[src/rtl/apb_master_scheduler.sv]
// ---------------------------------------------------------------------------
// apb_master_scheduler
//
// Two-requester APB3 master. Commands from port 0 and port 1 are arbitrated
// round-robin and issued on a single APB bus through SETUP and ACCESS. The
// completion (read data and error flag) goes back only to the port that owned
// the transfer. A programmable pready timeout closes a hung ACCESS phase with
// an error response.
//
// Ports
//   pclk, preset_n              clock, async active-low reset
//   reqN_valid/ready            command handshake, port N (ready is
//                               combinational, only in IDLE)
//   reqN_write/addr/wdata       command payload, port N
//   rspN_valid                  one-cycle completion pulse, port N
//   rsp_rdata, rsp_slverr       shared response payload, held until the next
//                               completion
//   busy                        transfer in flight (SETUP or ACCESS)
//   psel, penable, pwrite,
//   paddr, pwdata               APB master outputs
//   prdata, pready, pslverr     APB slave inputs
// ---------------------------------------------------------------------------
module apb_master_scheduler #(
   parameter int ADDR_WIDTH     = 32,
   parameter int DATA_WIDTH     = 32,
   parameter int TIMEOUT_CYCLES = 16
) (
   input  logic                  pclk,
   input  logic                  preset_n,
   // port 0
   input  logic                  req0_valid,
   output logic                  req0_ready,
   input  logic                  req0_write,
   input  logic [ADDR_WIDTH-1:0] req0_addr,
   input  logic [DATA_WIDTH-1:0] req0_wdata,
   // port 1
   input  logic                  req1_valid,
   output logic                  req1_ready,
   input  logic                  req1_write,
   input  logic [ADDR_WIDTH-1:0] req1_addr,
   input  logic [DATA_WIDTH-1:0] req1_wdata,
   // responses
   output logic                  rsp0_valid,
   output logic                  rsp1_valid,
   output logic [DATA_WIDTH-1:0] rsp_rdata,
   output logic                  rsp_slverr,
   output logic                  busy,
   // APB
   output logic                  psel,
   output logic                  penable,
   output logic                  pwrite,
   output logic [ADDR_WIDTH-1:0] paddr,
   output logic [DATA_WIDTH-1:0] pwdata,
   input  logic [DATA_WIDTH-1:0] prdata,
   input  logic                  pready,
   input  logic                  pslverr
);

   typedef enum logic [1:0] {IDLE, SETUP, ACCESS} state_t;

   // Timeout compare value; a zero TIMEOUT_CYCLES disables the abort path.
   localparam bit          TO_EN   = (TIMEOUT_CYCLES != 0);
   localparam logic [15:0] TO_LAST = TO_EN ? 16'(TIMEOUT_CYCLES - 1) : 16'd0;

   state_t      state;
   logic        last_grant;   // port granted most recently (resets to 1)
   logic        owner;        // port owning the transfer in flight
   logic [15:0] wait_cnt;     // ACCESS cycles seen with pready low
   logic        grant0;
   logic        grant1;
   logic        idle_ok;
   logic        timeout_hit;

   // Round-robin: on contention the port that did not win last time wins.
   always_comb begin
      grant0 = req0_valid & (~req1_valid | last_grant);
      grant1 = req1_valid & (~req0_valid | ~last_grant);
   end

   // Ready is gated by reset so it reads 0 the moment reset asserts.
   assign idle_ok     = (state == IDLE) & preset_n;
   assign req0_ready  = idle_ok & grant0;
   assign req1_ready  = idle_ok & grant1;

   assign timeout_hit = TO_EN && (wait_cnt == TO_LAST);

   always_ff @(posedge pclk or negedge preset_n) begin
      if (!preset_n) begin
         state      <= IDLE;
         last_grant <= 1'b1;
         owner      <= 1'b0;
         wait_cnt   <= '0;
         psel       <= 1'b0;
         penable    <= 1'b0;
         busy       <= 1'b0;
         pwrite     <= 1'b0;
         paddr      <= '0;
         pwdata     <= '0;
         rsp0_valid <= 1'b0;
         rsp1_valid <= 1'b0;
         rsp_rdata  <= '0;
         rsp_slverr <= 1'b0;
      end else begin
         rsp0_valid <= 1'b0;
         rsp1_valid <= 1'b0;
         case (state)
            IDLE: begin
               if (grant0 | grant1) begin
                  pwrite     <= grant1 ? req1_write : req0_write;
                  paddr      <= grant1 ? req1_addr  : req0_addr;
                  pwdata     <= grant1 ? req1_wdata : req0_wdata;
                  owner      <= grant1;
                  last_grant <= grant1;
                  state      <= SETUP;
                  psel       <= 1'b1;
                  busy       <= 1'b1;
               end
            end
            SETUP: begin
               state    <= ACCESS;
               penable  <= 1'b1;
               wait_cnt <= '0;
            end
            ACCESS: begin
               // pready takes priority over a timeout landing in the same cycle.
               if (pready || timeout_hit) begin
                  state      <= IDLE;
                  psel       <= 1'b0;
                  penable    <= 1'b0;
                  busy       <= 1'b0;
                  rsp_rdata  <= (pready && !pwrite) ? prdata : '0;
                  rsp_slverr <= pready ? pslverr : 1'b1;
                  rsp0_valid <= ~owner;
                  rsp1_valid <= owner;
               end else begin
                  wait_cnt <= wait_cnt + 16'd1;
               end
            end
            default: begin
               state   <= IDLE;
               psel    <= 1'b0;
               penable <= 1'b0;
               busy    <= 1'b0;
            end
         endcase
      end
   end

endmodule

[config.mk]
export PLATFORM = sky130hd
export DESIGN_NAME = apb_master_scheduler
export DESIGN_NICKNAME = d
export VERILOG_FILES = /design/src/rtl/apb_master_scheduler.sv
export SDC_FILE = /design/constraint.sdc
export NUM_CORES = 1
export LEC_CHECK = 0
export ABC_CLOCK_PERIOD_IN_PS = 3200
export CAP_MARGIN = 25
export CELL_PAD_IN_SITES_DETAIL_PLACEMENT = 1
export CELL_PAD_IN_SITES_GLOBAL_PLACEMENT = 1
export CORE_MARGIN = 2
export CORE_UTILIZATION = 30
export CTS_BUF_LIST = sky130_fd_sc_hd__clkbuf_16
export CTS_CLUSTER_DIAMETER = 120
export DETAILED_ROUTE_END_ITERATION = 16
export DONT_BUFFER_PORTS = 1
export GPL_TIMING_DRIVEN = 0
export PLACE_DENSITY = 0.64
export SLEW_MARGIN = 20
export SYNTH_ARGS = -nofsm -noshare
export SYNTH_HDL_FRONTEND = slang
export SYNTH_SLANG_ARGS = --single-unit
[constraint.sdc]
create_clock -name pclk -period 3.2 [get_ports pclk]
set_clock_uncertainty 0.05 [all_clocks]
set_input_delay 0.64 -clock pclk [delete_from_list [all_inputs] [get_ports pclk]]
set_output_delay 0.64 -clock pclk [all_outputs]
set_load 0.05 [all_outputs]
==> reports/results.ini, run 1 <==
[worst_setup_path]
cp-start-kind = flop
r2r-end = pwdata[18]$_DFFE_PN0P_
worstPathMaxFanout = 10
critical_path_arrival_ps = 2330
path_class = reg -> out
cp_data_required_time_ps = 2510
rr_worst_depth = 6
setup.worst_path.end_class = output port
r2r_slack_ps = 800
worst_r2r_startpoint = state[1]$_DFFE_PN0P_

[clock_network]
path_clk_slew_ps = 60
cts_max_level = 4
clkLatencyLatePin_ps = 410
cts_sinks = 122
clockBufferDepth = 2
post_cts_buffers = 0
cts_buffers = 17
root_buffer = clkbuf_16
cts_tree = built

[timing]
hold_slack_ps = -134
worst_slew_pin_slew_ps = 745
fmax_mhz = 331
hold_violations = 121
post-route-min-period_ps = 3020
finalSetupViolations = 0
rsz0062_at_grt = no
period_share = 0.943
drv_slew = 0
tns_ps = 0
slew_headroom = 0.503

[floorplanning]
rows = 50
io_pins = 273
dieArea_mm2 = 0.0200
initial_utilization = 0.304
die_h_um = 141
coreArea_mm2 = 0.0186
die_w_um = 141

[global_routing]
track_usage = 0.167
grt_pass1_vias = 4572
antenna_found_initial = 1
grt_pass1_wl_um = 25400
grt-ovfl-total = 0
grt_max_degree = 125

[routing]
wl_per_cell_um = 20.5
drt_pass1_iterations = 4
antenna_left = 0
drcViolationCount = 0
vias = 4075
drt-total-wl_um = 16500
dr.first_iter.drc_count = 136
viasPerCell = 5.05

[final_layout]
stdcell_count = 807
fin_nets = 728
seqCellArea_mm2 = 0.00305
drive_gt1_frac = 0.0892
syn_to_final_growth_pct = 15.8
multiInputGateArea_mm2 = 0.00230
final_common_cell = dfrtp_1
fill_cells = 2109
final_cell_mix = dfrtp_1 (121), nand2_1 (109), mux2i_1 (103)

[pwr]
p_int_mw = 3.94
powerDensity_mw_per_mm2 = 1270
peakVddDrop_v = 0.000559
p_leak_nw = 2.93
comb_power_share = 0.183
clock_power_share = 0.236
swShare = 0.527
power_switching_mw = 4.39
pwr-share-seq = 0.581

[synthesis]
avgSynthCellArea_um2 = 10.5
syn-cell-area_mm2 = 0.00567
synth_simple_gate_area_share = 0.130
synth.distinct_cells = 47
synth_edf_count = 0
synth-compound-area-share = 0.0861
synth_fp_nets = 709
synth_seq_area_share = 0.539
synth-seq-cells = 122
synthesis.instances = 540
synth.area.mux_share = 0.184
ys_async_sr_fraction = 1.00
synth_ff_type = dfrtp_1
synthAdderAreaFrac = 0.00221
ys.warnings.count = 0
synth_top_family_by_area = multiplexers
synth_xor_xnor_area_share = 0.00309

[placement]
gp_congestion = 0.751
hpwl_um = 12400
dp.cells = 774
portBuffers = 0

[status]
failed_checks = negative hold slack
status = finished, violations left

[hold_path]
hp-class = in -> async

[flow_run]
cap_violations = 0

[critical path: stages, from the launching register on]
cell,delay [ps]
dfstp_2,380
a21oi_1,390
buf_2,380
buf_2,350
and3_2,410
[timing repair]
item	4_1_cts	5_1_grt
gates resized for setup	1	0
endpoints found under the setup margin	1	0
endpoints found under the hold margin	121	121
[power groups by stage]
stage	Combinational [mW]	Clock (mW)	Sequential (mW)
after global placement	1.45	0	4.87
after detailed placement	1.58	0	4.88
after CTS	1.57	2.02	4.86
final	1.52	1.97	4.84
after floorplan	1.17	0	4.65
after global routing	1.77	2.10	4.94
[routing by layer]
layer	track usage	up-vias	wire, um
li1	-	1874	-
met1	0.179	2000	6100
met2	0.294	184	8560
met3	0.0766	17	1640
met4	0.0542	0	208
met5	0	-	0
[layout make-up]
type	count	share of cell area
Antenna cell	1	0.000381
Buffer	31	0.0269
Clock buffer	17	0.0648
Clock inverter	15	0.0267
Inverter	38	0.0217
Multi-Input combinational cell	349	0.350
Sequential cell	122	0.465
Tap cell	234	0.0446
[kinds of logic after synthesis]
kind of cell               Yosys count
adders and majority gates            1
muxes                              104
AOI/OAI and AO/OA                   87
DFF                                122
xor gates and xnor gates             2
buffers and inverters               69
and+or+nand+nor                    155
[how the worst max path moves through the flow]
stage                           start    endpoint  slack, ps  depth (start not counted)
2_1_floorplan              req1_valid  req1_ready        630                          5
3_3_place_gp               req1_valid  req1_ready        150                          5
3_5_place_dp               req1_valid  req1_ready        120                          5
4_1_cts        last_grant$_DFFE_PN1P_  req1_ready         80                          4
5_1_grt        last_grant$_DFFE_PN1P_  req1_ready          8                          4
6_report       last_grant$_DFFE_PN1P_  req1_ready        180                          4
[per-stage QoR]
step	util	area (um^2)	total power [mW]	setup slack (ps)
global route	0.352	6560	8.80	8.30
finish	0.352	6570	8.33	181
floorplan	-	5670	5.82	626
CTS	0.352	6560	8.45	75.2
global placement	0.320	5960	6.32	147
detailed placement	0.320	5960	6.46	125
[synthesized netlist by cell type, types with 2 or more instances]
cell type	number	area, um^2
clkbuf_1	19	71.3
nor3_1	2	10.0
nor2_1	6	22.5
dfrtp_1	121	3030
nand2_1	109	409
nor2b_1	2	12.5
nand2b_1	2	12.5
and2_1	2	12.5
inv_1	38	143
buf_12	3	60.1
nor3b_1	2	15.0
buf_2	6	30.0
mux2i_1	103	1030
a21oi_1	4	20.0
nand4_1	2	12.5
buf_1	2	7.51
o21ai_0	69	345
nor4_4	2	42.5
and4_1	2	17.5
and3_1	6	37.5
nand3_1	11	55.1
xnor2_1	2	17.5
[flip-flops by register name, indices dropped and copies added, names as in the netlist]
name	flops
state	2
pwdata	32
pwrite	1
owner	1
rsp1_valid	1
rsp0_valid	1
rsp_rdata	32
last_grant	1
psel	1
paddr	32
penable	1
rsp_slverr	1
wait_cnt	16
Note: power is estimated with default switching activity, not from simulation.
==> inputs of run 2 (changes only) <==
--- a/config.mk
+++ b/config.mk
@@ -16,6 +16,7 @@
 export DETAILED_ROUTE_END_ITERATION = 16
 export DONT_BUFFER_PORTS = 1
 export GPL_TIMING_DRIVEN = 0
+export HOLD_SLACK_MARGIN = 0.1
 export PLACE_DENSITY = 0.64
 export SLEW_MARGIN = 20
 export SYNTH_ARGS = -nofsm -noshare
==> results of run 2 <==
Final layout, timing and power as in run 1 (identical DEF).
